[src/rtl/cpu_pkg.sv]
// Shared CPU front-end definitions: datapath width, reset PC and the fetch-queue entry.
package cpu_pkg;
   localparam int XLEN = 32;
   localparam logic [XLEN-1:0] RESET_PC = '0;

   typedef struct packed {
      logic [XLEN-1:0] instr;
      logic [XLEN-1:0] pc;
   } fetch_entry_t;
endpackage

[src/rtl/fetch_queue_if.sv]
// Instruction-memory request/grant and in-order response bus.
interface fetch_queue_if #(parameter int XLEN = cpu_pkg::XLEN);
   logic            imemReq;
   logic [XLEN-1:0] imemAddr;
   logic            imemGnt;
   logic            imemRValid;
   logic [XLEN-1:0] imemRData;

   modport master (output imemReq, imemAddr, input imemGnt, imemRValid, imemRData);
   modport slave  (input imemReq, imemAddr, output imemGnt, imemRValid, imemRData);
endinterface

[src/rtl/fetch_fifo.sv]
// Circular buffer of fetched {instr, pc} entries; pointers wrap modulo DEPTH (power of two).
module fetch_fifo
   import cpu_pkg::*;
#(
   parameter int  DEPTH = 4,
   localparam int PW    = $clog2(DEPTH),
   localparam int CW    = $clog2(DEPTH) + 1
) (
   input  logic         clk,
   input  logic         rst_n,
   input  logic         push,
   input  fetch_entry_t push_entry,
   input  logic         pop,
   input  logic         flush,
   output fetch_entry_t head,
   output logic [CW-1:0] count
);

   fetch_entry_t  mem_q [DEPTH];
   fetch_entry_t  mem_d [DEPTH];
   logic [PW-1:0] head_q, head_d, tail_q, tail_d;
   logic [CW-1:0] count_q, count_d;

   always_comb begin
      mem_d   = mem_q;
      head_d  = head_q;
      tail_d  = tail_q;
      count_d = count_q;
      if (flush) begin
         head_d  = '0;
         tail_d  = '0;
         count_d = '0;
      end else begin
         if (push) begin
            mem_d[tail_q] = push_entry;
            tail_d        = tail_q + PW'(1);
         end
         if (pop) head_d = head_q + PW'(1);
         count_d = count_q + CW'(push) - CW'(pop);
      end
   end

   // Storage is reset too so the head outputs read as zero straight out of reset.
   always_ff @(posedge clk or negedge rst_n) begin
      if (!rst_n) begin
         for (int i = 0; i < DEPTH; i++) mem_q[i] <= '0;
         head_q  <= '0;
         tail_q  <= '0;
         count_q <= '0;
      end else begin
         mem_q   <= mem_d;
         head_q  <= head_d;
         tail_q  <= tail_d;
         count_q <= count_d;
      end
   end

   assign head  = mem_q[head_q];
   assign count = count_q;

endmodule

[src/rtl/fetch_queue.sv]
// Fetch front-end: sequential address issue with credit control, wrong-path discard on
// redirect, and an in-order queue feeding decode.
module fetch_queue
   import cpu_pkg::*;
#(
   parameter int              DEPTH    = 4,
   parameter int              XLEN     = cpu_pkg::XLEN,
   parameter logic [XLEN-1:0] RESET_PC = cpu_pkg::RESET_PC
) (
   input  logic             clk,
   input  logic             rst_n,
   fetch_queue_if.master    imem,
   output logic [XLEN-1:0]  instrF,
   output logic [XLEN-1:0]  pcF,
   output logic [XLEN-1:0]  pcPlus4F,
   output logic             validF,
   input  logic             stallD,
   input  logic             redirect,
   input  logic [XLEN-1:0]  redirectPC
);

   localparam int CW = $clog2(DEPTH) + 1;

   logic [XLEN-1:0] fetch_pc_q, fetch_pc_d, tag_pc_q, tag_pc_d;
   logic [CW-1:0]   inflight_q, inflight_d, discard_q, discard_d;
   logic [CW-1:0]   count;
   logic            imem_req, issue, resp, push, pop;
   fetch_entry_t    head, push_entry;

   always_comb begin
      // Credit covers both queued entries and outstanding requests, so a push never finds the queue full.
      imem_req   = rst_n && !redirect &&
                   (({1'b0, count} + {1'b0, inflight_q}) < (CW+1)'(DEPTH));
      issue      = imem_req && imem.imemGnt;
      resp       = imem.imemRValid && (inflight_q != '0);
      push       = resp && !redirect && (discard_q == '0);
      pop        = validF && !stallD && !redirect;
      push_entry = '{instr: imem.imemRData, pc: tag_pc_q};

      inflight_d = inflight_q + CW'(issue) - CW'(resp);
      discard_d  = discard_q;
      fetch_pc_d = fetch_pc_q;
      tag_pc_d   = tag_pc_q;
      if (redirect) begin
         discard_d  = inflight_q - CW'(resp);
         fetch_pc_d = redirectPC;
         tag_pc_d   = redirectPC;
      end else begin
         if (resp && (discard_q != '0)) discard_d = discard_q - CW'(1);
         if (issue) fetch_pc_d = fetch_pc_q + XLEN'(4);
         if (push)  tag_pc_d   = tag_pc_q + XLEN'(4);
      end
   end

   always_ff @(posedge clk or negedge rst_n) begin
      if (!rst_n) begin
         fetch_pc_q <= RESET_PC;
         tag_pc_q   <= RESET_PC;
         inflight_q <= '0;
         discard_q  <= '0;
      end else begin
         fetch_pc_q <= fetch_pc_d;
         tag_pc_q   <= tag_pc_d;
         inflight_q <= inflight_d;
         discard_q  <= discard_d;
      end
   end

   fetch_fifo #(.DEPTH(DEPTH)) u_fifo (
      .clk        (clk),
      .rst_n      (rst_n),
      .push       (push),
      .push_entry (push_entry),
      .pop        (pop),
      .flush      (redirect),
      .head       (head),
      .count      (count)
   );

   assign imem.imemReq  = imem_req;
   assign imem.imemAddr = fetch_pc_q;
   assign validF        = (count != '0);
   assign instrF        = head.instr;
   assign pcF           = head.pc;
   assign pcPlus4F      = head.pc + XLEN'(4);

   // A response with nothing outstanding is ignored by the logic above.
   imem_rvalid_protocol: assert property (@(posedge clk) disable iff (!rst_n)
      imem.imemRValid |-> (inflight_q != '0));

endmodule

[src/flat_wrapper.sv]
// flat-port wrapper written by rule: the top's interface ports become plain ports
module fetch_queue_flat import cpu_pkg::*;
#(
   parameter int              DEPTH    = 4,
   parameter int              XLEN     = cpu_pkg::XLEN,
   parameter logic [XLEN-1:0] RESET_PC = cpu_pkg::RESET_PC
)
  (clk, rst_n, instrF, pcF, pcPlus4F, validF, stallD, redirect, redirectPC, imem_imemReq, imem_imemAddr, imem_imemGnt, imem_imemRValid, imem_imemRData);
  fetch_queue_if #(.XLEN(XLEN)) imem_i ();
  input  logic clk;
  input  logic rst_n;
  output logic [XLEN-1:0] instrF;
  output logic [XLEN-1:0] pcF;
  output logic [XLEN-1:0] pcPlus4F;
  output logic validF;
  input  logic stallD;
  input  logic redirect;
  input  logic [XLEN-1:0] redirectPC;
  output wire logic [$bits(imem_i.imemReq)-1:0] imem_imemReq;
  output wire logic [$bits(imem_i.imemAddr)-1:0] imem_imemAddr;
  input wire logic [$bits(imem_i.imemGnt)-1:0] imem_imemGnt;
  input wire logic [$bits(imem_i.imemRValid)-1:0] imem_imemRValid;
  input wire logic [$bits(imem_i.imemRData)-1:0] imem_imemRData;
  assign imem_imemReq = imem_i.imemReq;
  assign imem_imemAddr = imem_i.imemAddr;
  assign imem_i.imemGnt = imem_imemGnt;
  assign imem_i.imemRValid = imem_imemRValid;
  assign imem_i.imemRData = imem_imemRData;
  fetch_queue #(.DEPTH(DEPTH), .XLEN(XLEN), .RESET_PC(RESET_PC)) u_core (.clk(clk), .rst_n(rst_n), .imem(imem_i), .instrF(instrF), .pcF(pcF), .pcPlus4F(pcPlus4F), .validF(validF), .stallD(stallD), .redirect(redirect), .redirectPC(redirectPC));
endmodule
[config.mk]
export PLATFORM = sky130hd
export DESIGN_NAME = fetch_queue_flat
export DESIGN_NICKNAME = d
export VERILOG_FILES = /design/src/rtl/cpu_pkg.sv /design/src/rtl/fetch_queue_if.sv /design/src/rtl/fetch_fifo.sv /design/src/rtl/fetch_queue.sv /design/src/flat_wrapper.sv
export SDC_FILE = /design/constraint.sdc
export NUM_CORES = 1
export LEC_CHECK = 0
export ABC_AREA = 1
export BUFFER_PORTS_ARGS = -buffer_cell sky130_fd_sc_hd__buf_2
export CAP_MARGIN = 25
export CORE_MARGIN = 3
export CORE_UTILIZATION = 37
export DETAILED_ROUTE_END_ITERATION = 10
export GPL_ROUTABILITY_DRIVEN = 0
export PLACE_DENSITY = 0.64
export SYNTH_ARGS = -nofsm -noshare
export SYNTH_HDL_FRONTEND = slang
export SYNTH_HIERARCHICAL = 1
export SYNTH_SLANG_ARGS = --single-unit
[constraint.sdc]
create_clock -name clk -period 2.8 [get_ports clk]
set_clock_uncertainty 0.2 [all_clocks]
set_input_delay 0.56 -clock clk [delete_from_list [all_inputs] [get_ports clk]]
set_output_delay 0.56 -clock clk [all_outputs]
set_load 0.01 [all_outputs]
* Yosys cells after proc, flatten, opt, wreduce, memory -nomap -nowiden
Cells that the tools add are included.
** Word-level totals
- Register bits after elaboration :: 333
- Input bits :: 70
- Output and inout bits :: 130
- Word-level logic and storage cells :: 72
** Operators by class
- $add $sub $neg :: 12
- $lt $le $gt $ge :: 4
- Multiplexer cells :: 17
- Bitwise logic cells :: 3
- Reductions and logical operators :: 21
** Operators by type and width (number)
- bitwise mux 256 bit :: 1
- 2-to-1 mux 64 bit :: 3
- binary-select mux 64 bit (select 2 bit) :: 1
- demux 64 bit (select 2 bit) :: 1
- 2-to-1 mux 32 bit :: 4
- adder 32 x 3 -> 32 bit, second input constant :: 3
- logical AND 1 bit :: 10
- 2-to-1 mux 3 bit :: 3
- nonzero test 3 bit :: 3
- subtractor 3 x 1 -> 3 bit :: 3
- 2-to-1 mux 2 bit :: 4
- nonzero test 2 bit :: 4
- adder 3 x 1 -> 3 bit :: 2
- greater-or-equal comparator 3 bit, second input constant :: 2
- NOT 2 -> 3 bit :: 2
- adder 2 x 1 -> 2 bit, second input constant :: 2
- adder 3 x 3 -> 4 bit :: 1
- less-than comparator 4 x 3 -> 1 bit, second input constant :: 1
- logical NOT 3 bit :: 1
- less-than comparator 3 x 1 -> 1 bit, second input constant :: 1
- subtractor 3 x 1 -> 3 bit, second input constant :: 1
- logical NOT 1 bit :: 2
- AND reduction 2 bit :: 1
- NOT 1 bit :: 1

* Logic depth before layout (Yosys ltp)
Gate-level depths: netlist of the first run.
- Depth after elaboration :: 7
- Depth in mapped cells :: 14
- Mapped depth without buffers :: 13

* By module
Netlist of the first run, hierarchy kept.
** By module, submodules not included
- fetch_fifo :: times used 1, cells an instance 1427, area an instance 11930.2 um2, sequential area each 6581.3 um2
- fetch_queue :: times used 1, cells an instance 831, area an instance 5499.0 um2, sequential area each 1751.7 um2

* Worst setup path after synthesis of the first run
OpenSTA, ideal clock, no wires.
- Kind :: reg2out
- Start :: register u_core.u_fifo.head_q[0]
- End :: output port pcPlus4F[16]
- Arrival :: 2197 ps
- Data required time :: 2040 ps
- Path slack :: -157 ps
- Cell stages (with the launch flop) :: 11
- Path buffers :: 2
- Path through :: dfrtp_1 inv_1 buf_2 clkbuf_1 o211ai_1 nand2_1 ha_1 nand3_1 nor3_1 nand3_1 xor2_1
** Between the ends
- Word-level cells in the longest chain between the ends :: 5
** Ends and longest elaborated chain
- from (decl) :: RTL line fetch_fifo.sv:21 : logic [PW-1:0] head_q, head_d, tail_q, tail_d;
- from (signal assigned) :: RTL line fetch_fifo.sv:47 : head_q <= '0;
- from (signal assigned) :: RTL line fetch_fifo.sv:52 : head_q <= head_d;
- NOT 2 -> 3 bit (implied by the code) :: RTL line fetch_fifo.sv:58 : assign head = mem_q[head_q];
- binary-select mux 64 bit (select 2 bit) :: RTL line fetch_fifo.sv:58
- 2-to-1 mux 64 bit (implied by the code) (2 in series) :: RTL line fetch_fifo.sv:58
- named net pcF[3] :: RTL line flat_wrapper.sv:13 : output logic [XLEN-1:0] pcF;
- adder 32 x 3 -> 32 bit :: RTL line fetch_queue.sv:85 : assign pcPlus4F = head.pc + XLEN'(4);
- to (decl) :: RTL line flat_wrapper.sv:14 : output logic [XLEN-1:0] pcPlus4F;
The timed path passes the listed nets, and every way through them passes these cells. The select of a mux whose other input is x is not followed.

* Worst setup path in the final report of the first run
- Start :: register u_core.u_fifo.head_q[0]
- End :: output port pcPlus4F[26]
** Between the ends
- Word-level cells in the longest chain between the ends :: 5
** Ends and longest elaborated chain (RTL line)
- NOT 2 -> 3 bit (implied by the code) :: fetch_fifo.sv:58
- binary-select mux 64 bit (select 2 bit) :: fetch_fifo.sv:58
- 2-to-1 mux 64 bit (implied by the code) (2 in series) :: fetch_fifo.sv:58
- adder 32 x 3 -> 32 bit :: fetch_queue.sv:85
No other way between the ends. The select of a mux whose other input is x is not followed.

==> flow_summary_export.csv, run 1 <==
group,metric,value,unit
floorplan,row_count,78,
routing,wire_per_inst,16.4,um
synth,yosysWarnings,6,
layout,design_area,22200,um^2
routing,totalWireLength,51700,um
status,violations,"negative setup slack",
clock_network,cts_tree,"built",
synth,async_flop_share,100,%
synth,synth_compound_area_share,15.2,%
routing,drt_pass1_iterations,5,
floorplan,die_y,223,um
synth,synth_top_family_by_area,"simple AND/OR/NAND/NOR gates",
clock_network,cts_buffers,39,
run,cap_violations,0,
worst_setup_path,crit_arrival,2.79,ns
worst_setup_path,rr_startpoint,"u_core/u_fifo/count[1]",
layout,fillers,4332,
synth,syn_area,17400,um^2
layout,num_antenna_cells,0,
synth,synth_xor_area_share,3.02,%
hold_path,hold_class,"in2reg",
worst_setup_path,start_kind,"register",
status,outcome,"complete, but fails checks",
routing,ant_nets,0,
clock_network,clock_latency,0.56,ns
clock_network,cts-root-buf,"clkbuf_16",
floorplan,io_pins,200,
routing,via_per_inst,5.07,
sta,setup_violations,46,
sta,setup_tns,-17.93,ns
layout,drive_above_1_share,21.4,%
sta,worst_pin_slew,0.866,ns
synth,synth.avg_cell_area,7.72,um^2
layout,register_area,8340,um^2
synth,seq_area_frac_synth,47.8,%
sta,drv_slew,0,
routing,drtIter0Drc,1354,
routing,drc,0,
synth,postSynthNetCount,2347,
pwr,p_leak,11.4,nW
clock_network,path_clk_slew,0.06,ns
sta,fin_crit,3.55,ns
pwr,finalPower,18.8,mW
layout,final_util,48.4,%
global_route,grt_pass1_wl,82500,um
hold_path,worst_hold_startpoint,"redirectPC[0]",
pwr,ir_drop,0.523,mV
synth,ys_dominant_reg_cell,"dfrtp_1",
sta,finalCritPeriodShare,127,%
layout,nNetsFinal,2621,
layout,areaGrowthSynthToFinish,27.6,%
clock_network,htree_levels,2,
worst_setup_path,path_max_fanout,28,
sta,timing.slew.headroom,42.3,%
sta,fmax,281,MHz
worst_setup_path,rrSetupSlack,0.23,ns
clock_network,clockBufferDepth,3,
floorplan,die_area,49700,um^2
sta,whs,0.0369,ns
synth,synth-adder-area-share,1.45,%
worst_setup_path,criticalPathCategory,"reg2out",
worst_setup_path,worstPathRequired,2.04,ns
floorplan,die_w,223,um
synth,synth_cell_types,36,
worst_setup_path,critPathCaptureType,"output port",
global_route,grt_pass1_vias,15400,
synth,ys_seq_elements,333,
worst_setup_path,worstSetupStartpoint,"u_core/u_fifo/head_q[0]",
floorplan,coreArea,46000,um^2
place,placed_area,19700,um^2
place,io_buffers,199,
synth,postSynthCellCount,2258,
synth,synth_simple_gate_area_share,22.9,%
global_route,antenna_found_initial,0,
synth,synth_edf_count,0,
global_route,grt_max_degree,162,
pwr,power.density,846,nW/um^2
synth,synth_mux_area_share,0,%
sta,rsz0062_at_grt,"true",
layout,multi_input_area,7960,um^2
global_route,grt_usage,20.2,%
sta,layout_setup_ws,-0.755,ns
routing,num_vias,16000,
floorplan,initial_core_util,37.9,%
place,dp_hpwl,34600,um
global_route,gr-total-overflow,0,
clock_network,cts.sinks,333,
sta,finalHoldViolCount,0,
==> repair_timing <==
| item | 4_1_cts | 5_1_grt |
|---|---|---|
| hold endpoints to repair | 96 | 0 |
| pin swaps | 32 | 50 |
| endpoints found under the setup margin | 61 | 79 |
| resized for setup | 102 | 97 |
| cloned | 6 | 6 |
| setup buffers | 20 | 15 |
| hold buffers | 1 | 0 |
==> sequential cells by signal, indices dropped and copies added (netlist names) <==
name / count
u_core/imem.imemAddr: 32
u_core/u_fifo/count: 3
u_core/u_fifo/head_q: 2
u_core/u_fifo/tail_q: 2
u_core/u_fifo/mem_q: 256
u_core/discard_q: 3
u_core/tag_pc_q: 32
u_core/inflight_q: 3
==> cell usage after synthesis, drive strengths merged, types with 2 or more instances <==
cell / number / area (um^2)
a21oi: 8 / 40.0
and2: 4 / 25.0
buf: 70 / 374
clkbuf: 45 / 186
dfrtp: 333 / 8330
fa: 2 / 40.0
ha: 17 / 213
inv: 299 / 1120
nand2: 755 / 2850
nand3: 69 / 345
nand3b: 4 / 30.0
nand4: 10 / 77.6
nor2: 107 / 464
nor3: 32 / 181
o211ai: 147 / 1100
o21ai: 288 / 1440
o21bai: 3 / 22.5
xnor2: 18 / 158
xor2: 42 / 368
==> worst max-delay path, cell delays in order (launching register included) <==
cell,delay (ns)
dfrtp_2,0.46
inv_8,0.11
buf_12,0.17
o211ai_1,0.09
nand2_1,0.18
nand2_1,0.11
nor3_2,0.29
buf_4,0.19
nand2_1,0.09
nor3_4,0.13
nand2_2,0.11
xnor2_1,0.16
buf_2,0.15
==> layer usage <==
layer | share of wire [%] | routed length [um] | vias to the layer above | GRT usage (%)
met5 | 0 | 0 | - | 0
met4 | 2.3 | 1200 | 0 | 5.95
met3 | 6.1 | 3180 | 79 | 2.87
met2 | 46 | 23900 | 592 | 31.8
met1 | 45 | 23400 | 7585 | 29.1
li1 | - | - | 7761 | -
==> stage by stage <==
step,std cells,worst slack [ns]
6_report,3159,-0.755
3_3_place_gp,3050,-0.253
3_5_place_dp,3050,-0.251
5_1_grt,3159,-0.882
2_1_floorplan,2258,-0.00151
4_1_cts,3144,-0.688
==> layout by cell type (no fill, tap or decap), drive strengths merged <==
master	instances
o21bai	3
fa	2
nor4	1
nand3b	4
clkinvlp	2
nand2	755
bufinv	2
nand4	10
nand2b	1
a21oi	8
ha	17
and2	4
dlygate4sd3	1
buf	341
clkbuf	63
dfrtp	333
o221ai	1
nor2	107
a31oi	1
nor3	32
xnor2	18
o211ai	147
inv	303
clkinv	3
a21boi	1
nand3	69
xor2	42
o21ai	288
==> area by class of cell <==
type	count	area share, %
Clock buffer	58	4.98
Timing Repair Buffer	347	12.6
Clock inverter	10	0.641
Timing Repair inverter	1	0.0169
Sequential cell	333	37.5
Inverter	299	5.12
Tap cell	600	3.38
Multi-Input combinational cell	1511	35.8
==> kinds of logic after synthesis <==
kind of cell               after synthesis
DFF                                    333
and+or+nand+nor                        983
buffers and inverters                  414
xor gates and xnor gates                60
AOI/OAI and AO/OA                      449
adders and majority gates               19
==> worst paths after layout <==
path | endpoint | depth (start not counted)
setup / recovery | pcPlus4F[26] | 12
hold / removal | u_core/tag_pc_q[0] | 3
setup reg to reg | u_core/inflight_q[2] | 12
hold reg to reg | u_core/imem.imemAddr[1] | 2
max in group asynchronous | u_core/u_fifo/mem_q[98] | 4
min in group asynchronous | u_core/u_fifo/mem_q[252] | 3
==> power by group <==
group          total (mW)  internal [mW]  switching, mW
Sequential           6.14           5.57          0.573
Clock                5.02           2.95           2.08
Combinational        7.65           3.31           4.34
Total                18.8           11.8           6.99
Note: power is estimated with default switching activity, not from simulation.
==> run 2, diff against run 1 <==
--- a/config.mk
+++ b/config.mk
@@ -12,7 +12,7 @@
 export CORE_UTILIZATION = 37
 export DETAILED_ROUTE_END_ITERATION = 10
 export GPL_ROUTABILITY_DRIVEN = 0
-export PLACE_DENSITY = 0.64
+export PLACE_DENSITY = 0.62
 export SYNTH_ARGS = -nofsm -noshare
 export SYNTH_HDL_FRONTEND = slang
 export SYNTH_HIERARCHICAL = 1
==> constraint.sdc (replaced) <==
create_clock -name clk -period 4.2 [get_ports clk]
set_clock_uncertainty 0.2 [all_clocks]
set_input_delay 0.84 -clock clk [delete_from_list [all_inputs] [get_ports clk]]
set_output_delay 0.84 -clock clk [all_outputs]
set_load 0.01 [all_outputs]
==> flow_summary_export.csv, run 2 (same netlist as run 1, synthesis figures left out) <==
group,metric,value,unit
status,outcome,"completed",
layout,regMostFlops,"u_core/u_fifo/mem_q",
clock_network,clockBufferDepth,3,
pwr,p_leak,10.4,nW
worst_setup_path,path_max_fanout,50,
layout,layout.cells.non_filler,3039,
global_route,grt_max_degree,86,
clock_network,cts_buffers,38,
layout,fillers,4620,
pwr,swShare,37.6,%
worst_setup_path,criticalPathCategory,"reg2out",
worst_setup_path,worstPathRequired,3.16,ns
floorplan,row_count,78,
layout,design_area,20300,um^2
worst_setup_path,rr_startpoint,"u_core/inflight_q[1]",
global_route,gr-total-overflow,0,
global_route,met1_usage,29.2,%
worst_setup_path,r2r_cells,13,
clock_network,cts.sinks,333,
sta,fin_crit,4.11,ns
place,io_buffers,199,
layout,areaGrowthSynthToFinish,16.6,%
sta,finalHoldViolCount,0,
pwr,p_seq_share,36.5,%
layout,largest_register_ffs,256,
sta,fmax,243,MHz
sta,whs,0.0349,ns
layout,num_antenna_cells,0,
worst_setup_path,critPathCaptureType,"output port",
floorplan,initial_core_util,37.9,%
global_route,grt_pass1_vias,14400,
worst_setup_path,crit_arrival,3.07,ns
routing,num_vias,15300,
layout,final_util,44.2,%
floorplan,io_pins,200,
pwr,power.density,555,nW/um^2
sta,timing.slew.headroom,48.9,%
layout,final_cell_mix,"nand2_1 (743), dfrtp_1 (331), inv_1 (291), o21ai_0 (281), buf_2 (198)",
routing,drt_pass1_iterations,5,
floorplan,die_area,49700,um^2
sta,finalCritPeriodShare,97.8,%
clock_network,path_clk_slew,0.06,ns
global_route,grt_usage,19.8,%
global_route,top_usage_layer,"met2",
place,placed_area,18900,um^2
sta,layout_setup_ws,0.0913,ns
routing,wire_per_inst,16.3,um
layout,final_common_cell,"nand2_1",
clock_network,post-cts-setup-buffers,0,
sta,rsz0062_at_grt,"true",
routing,drtIter0Drc,1244,
routing,ant_nets,0,
run,cap_violations,0,
layout,nNetsFinal,2500,
clock_network,cts-root-buf,"clkbuf_16",
worst_setup_path,start_kind,"register",
global_route,antenna_found_initial,0,
floorplan,die_y,223,um
routing,via_per_inst,5.05,
sta,setup_tns,0,ns
clock_network,postCtsHoldBufs,0,
global_route,grt_use_met3,3.32,%
place,dp_hpwl,34300,um
clock_network,clock_latency,0.56,ns
pwr,finalPower,11.3,mW
pwr,clock_power_share,29.7,%
routing,drc,0,
routing,totalWireLength,49600,um
global_route,grt_pass1_wl,79800,um
place,dp_slack,0.369,ns
sta,worst_pin_slew,0.766,ns
pwr,ir_drop,0.318,mV
global_route,grtUsageMet2,30.3,%
place,dp.cells,2968,
sta,drv_slew,0,
pwr,p_sw,4.24,mW
clock_network,cts_tree,"built",
worst_setup_path,rrSetupSlack,1.39,ns
worst_setup_path,r2r_end,"u_core/inflight_q[2]",
sta,setup_violations,0,
layout,drive_above_1_share,13.7,%
clock_network,htree_levels,2,
hold_path,hold_class,"in2async",
pwr,p_comb_share,33.9,%
pwr,internal-power,7.03,mW
floorplan,die_w,223,um
floorplan,coreArea,46000,um^2
[run 2: cell types whose count changed in the layout (fill, tap and decap cells not counted), moves of 7 or more]
cell and change:
buf_6 -42, buf_4 -64, nor3_4 -11, inv_2 -9, buf_2 +15, nor2_1 +10, buf_12 -15, xor2_1 +8
xor2_2 -7, nand2_1 +45, nor3_1 +18, nand2_2 -44, nor3_2 -7, inv_1 +11
[run 2: worst max-delay path, stage by stage, from the launching register on]
cell and delay, ns:
dfrtp_2 0.48, bufinv_16 0.34, o211ai_1 0.12, nand2_1 0.21, nand2_1 0.17, nor3_1 0.22
nand2_1 0.13, nor2_1 0.23, nand3b_1 0.16, xnor2_1 0.25, buf_2 0.18
[run 2: area by class of cell]
cell class	instances	area, um^2	share of cell area, %
clock inverters	14	171	0.844
inverters	299	1150	5.67
repair buffers	227	1310	6.44
flip-flops and latches	333	8340	41.0
well taps	600	751	3.70
clock buffers	54	1080	5.33
repair inverters	1	8.76	0.0431
multi-input cells	1511	7510	36.9
[run 2: how the worst max path moves through the flow]
stage,end,startpoint,depth (start not counted)
floorplan,pcPlus4F[16],u_core/u_fifo/head_q[0],10
global placement,pcPlus4F[18],u_core/u_fifo/head_q[0],9
detailed placement,pcPlus4F[18],u_core/u_fifo/head_q[0],9
CTS,pcPlus4F[26],u_core/u_fifo/head_q[0],11
global route,pcPlus4F[18],u_core/u_fifo/head_q[0],9
finish,pcPlus4F[30],u_core/u_fifo/head_q[0],10
[run 2: what timing repair did]
item | 4_1_cts | 5_1_grt
pin swaps | 0 | 1
setup endpoints to repair | 14 | 15
gates resized for setup | 8 | 12
gates cloned | 1 | 0
[run 2: power by group through the flow]
stage | registers, mW | logic (mW) | clock network [mW]
after floorplan | 4.07 | 2.33 | 0
after global placement | 4.13 | 3.70 | 0
after detailed placement | 4.15 | 3.77 | 0
after CTS | 4.10 | 3.81 | 3.44
after global routing | 4.18 | 4.27 | 3.56
final | 4.11 | 3.81 | 3.34
[run 2: routing by layer]
layer	part of all wire [%]	vias up	wire length [um]
met5	0	-	0
met1	48	7276	23600
li1	-	7518	-
met4	1.8	0	915
met2	44	490	21900
met3	6.4	64	3200
==> run 3, diff against run 2 <==
--- a/config.mk
+++ b/config.mk
@@ -8,11 +8,14 @@
 export ABC_AREA = 1
 export BUFFER_PORTS_ARGS = -buffer_cell sky130_fd_sc_hd__buf_2
 export CAP_MARGIN = 25
+export CELL_PAD_IN_SITES_DETAIL_PLACEMENT = 1
+export CELL_PAD_IN_SITES_GLOBAL_PLACEMENT = 1
 export CORE_MARGIN = 3
 export CORE_UTILIZATION = 37
 export DETAILED_ROUTE_END_ITERATION = 10
 export GPL_ROUTABILITY_DRIVEN = 0
-export PLACE_DENSITY = 0.62
+export GPL_TIMING_DRIVEN = 0
+export PLACE_DENSITY = 0.77
 export SYNTH_ARGS = -nofsm -noshare
 export SYNTH_HDL_FRONTEND = slang
 export SYNTH_HIERARCHICAL = 1
==> flow_summary_export.csv, run 3 (same netlist as run 1, synthesis figures left out) <==
group,metric,value,unit
status,outcome,"completed",
layout,final_cell_mix,"nand2_1 (729), dfrtp_1 (333), inv_1 (292), o21ai_0 (281), buf_2 (246)",
layout,regMostFlops,"u_core/u_fifo/mem_q",
sta,finalHoldViolCount,0,
worst_setup_path,path_max_fanout,10,
clock_network,cts_buffers,40,
place,dp.cells,3060,
layout,areaGrowthSynthToFinish,19.6,%
routing,via_per_inst,5.27,
floorplan,coreArea,46000,um^2
routing,ant_nets,0,
sta,drv_slew,0,
pwr,power.density,561,nW/um^2
routing,wire_per_inst,19.7,um
place,dp_hpwl,45300,um
sta,fin_crit,4.12,ns
worst_setup_path,criticalPathCategory,"reg2out",
sta,finalCritPeriodShare,98.2,%
global_route,grt_pass1_wl,97800,um
worst_setup_path,critPathCaptureType,"output port",
clock_network,cts_tree,"built",
sta,setup_violations,0,
clock_network,cts-root-buf,"clkbuf_16",
routing,drtIter0Drc,919,
floorplan,initial_core_util,37.9,%
layout,largest_register_ffs,256,
layout,num_antenna_cells,0,
layout,final_common_cell,"nand2_1",
clock_network,htree_levels,2,
place,placed_area,19300,um^2
sta,rsz0062_at_grt,"true",
pwr,p_leak,10.6,nW
global_route,grt_usage,24.5,%
place,dp_slack,-0.123,ns
layout,nNetsFinal,2594,
layout,fillers,5733,
run,cap_violations,0,
layout,layout.cells.non_filler,3132,
sta,timing.slew.headroom,56.6,%
routing,num_vias,16500,
floorplan,die_area,49700,um^2
layout,design_area,20800,um^2
worst_setup_path,worstPathRequired,3.16,ns
global_route,antenna_found_initial,0,
sta,worst_pin_slew,0.651,ns
routing,totalWireLength,61600,um
floorplan,row_count,78,
clock_network,clockBufferDepth,3,
routing,drt_pass1_iterations,5,
worst_setup_path,crit_arrival,3.08,ns
clock_network,clock_latency,0.56,ns
clock_network,path_clk_slew,0.06,ns
floorplan,io_pins,200,
sta,whs,0.0717,ns
global_route,gr-total-overflow,0,
routing,drc,0,
floorplan,die_y,223,um
floorplan,die_w,223,um
layout,drive_above_1_share,16.8,%
sta,fmax,242,MHz
hold_path,hold_class,"in2async",
global_route,grt_pass1_vias,17400,
clock_network,cts.sinks,333,
sta,layout_setup_ws,0.0759,ns
global_route,grt_max_degree,115,
worst_setup_path,start_kind,"register",
place,io_buffers,199,
pwr,ir_drop,0.308,mV
run 3: cell types whose count changed in the layout (fill, tap and decap cells not counted), sizes merged:
cell,before,now
clkinv,9,6
buf,227,273
clkbuf,54,105
clkinvlp,0,1
bufinv,4,1
inv,301,302
run 3: path summary, 6_finish.rpt:
kind / start / to / slack (ns) / cells after the start
worst max register to register: u_core/inflight_q[1] / u_core/inflight_q[2] / 0.99 / 13
worst max-delay path: u_core/u_fifo/head_q[1] / pcPlus4F[25] / 0.08 / 10
max in group asynchronous: rst_n / u_core/imem.imemAddr[0] / 3.11 / 2
worst min register to register: u_core/imem.imemAddr[1] / u_core/imem.imemAddr[1] / 0.27 / 2
min in group clk: u_core/imem.imemAddr[1] / u_core/imem.imemAddr[1] / 0.27 / 2
worst min-delay path: rst_n / u_core/u_fifo/mem_q[114] / 0.07 / 2
run 3: per-layer routing:
layer	vias to the layer above	GRT usage, %	wire [um]
met1	8286	32.9	27200
met5	-	0	0
met3	108	3.53	3020
met2	441	41.9	29800
met4	0	6.21	1590
li1	7684	-	-
run 3: area by class of cell:
class / count / area (um^2) / share of cell area [%]
buffer: 115 / 634 / 3.04
clock buffer: 58 / 1180 / 5.66
clock inverter: 11 / 93.8 / 0.450
inverter: 299 / 1120 / 5.39
multi-input combinational: 1511 / 7600 / 36.5
sequential: 333 / 8330 / 40.0
tap: 600 / 751 / 3.60
timing repair buffer: 205 / 1130 / 5.40
run 3: what timing repair did:
item | CTS | global route
gates cloned | 0 | 0
hold endpoints to repair | 37 | 0
hold buffers | 1 | 0
resized for setup | 45 | 40
pin swaps | 1 | 3
endpoints found under the setup margin | 25 | 19
buffers inserted | 2 | 0
run 3: through the flow:
| step | power [mW] | utilization, % | TNS (ns) |
|---|---|---|---|
| finish | 11.7 | 45.3 | 0 |
| global route | 12.4 | 45.3 | -0.0534 |
| CTS | 11.7 | 45.0 | 0 |
| detailed placement | 8.20 | 41.9 | -0.215 |
| global placement | 8.02 | 41.7 | -1631.33 |
| floorplan | 6.40 | - | 0 |
run 3: power breakdown:
part	leakage (nW)	internal [mW]	switching, mW	total, mW
combinational	5.54	1.41	2.78	4.19
clock	0.631	2.01	1.36	3.37
sequential	4.44	3.71	0.411	4.13
run 3: critical path: stages (launching register included):
cell      delay (ns)
dfrtp_1         0.34
buf_2           0.28
clkbuf_2        0.34
o211ai_1        0.16
nand2_2         0.23
nand2_1         0.20
nor3_1          0.28
nand3_1         0.14
nor3_2          0.19
xor2_1          0.22
buf_2           0.17
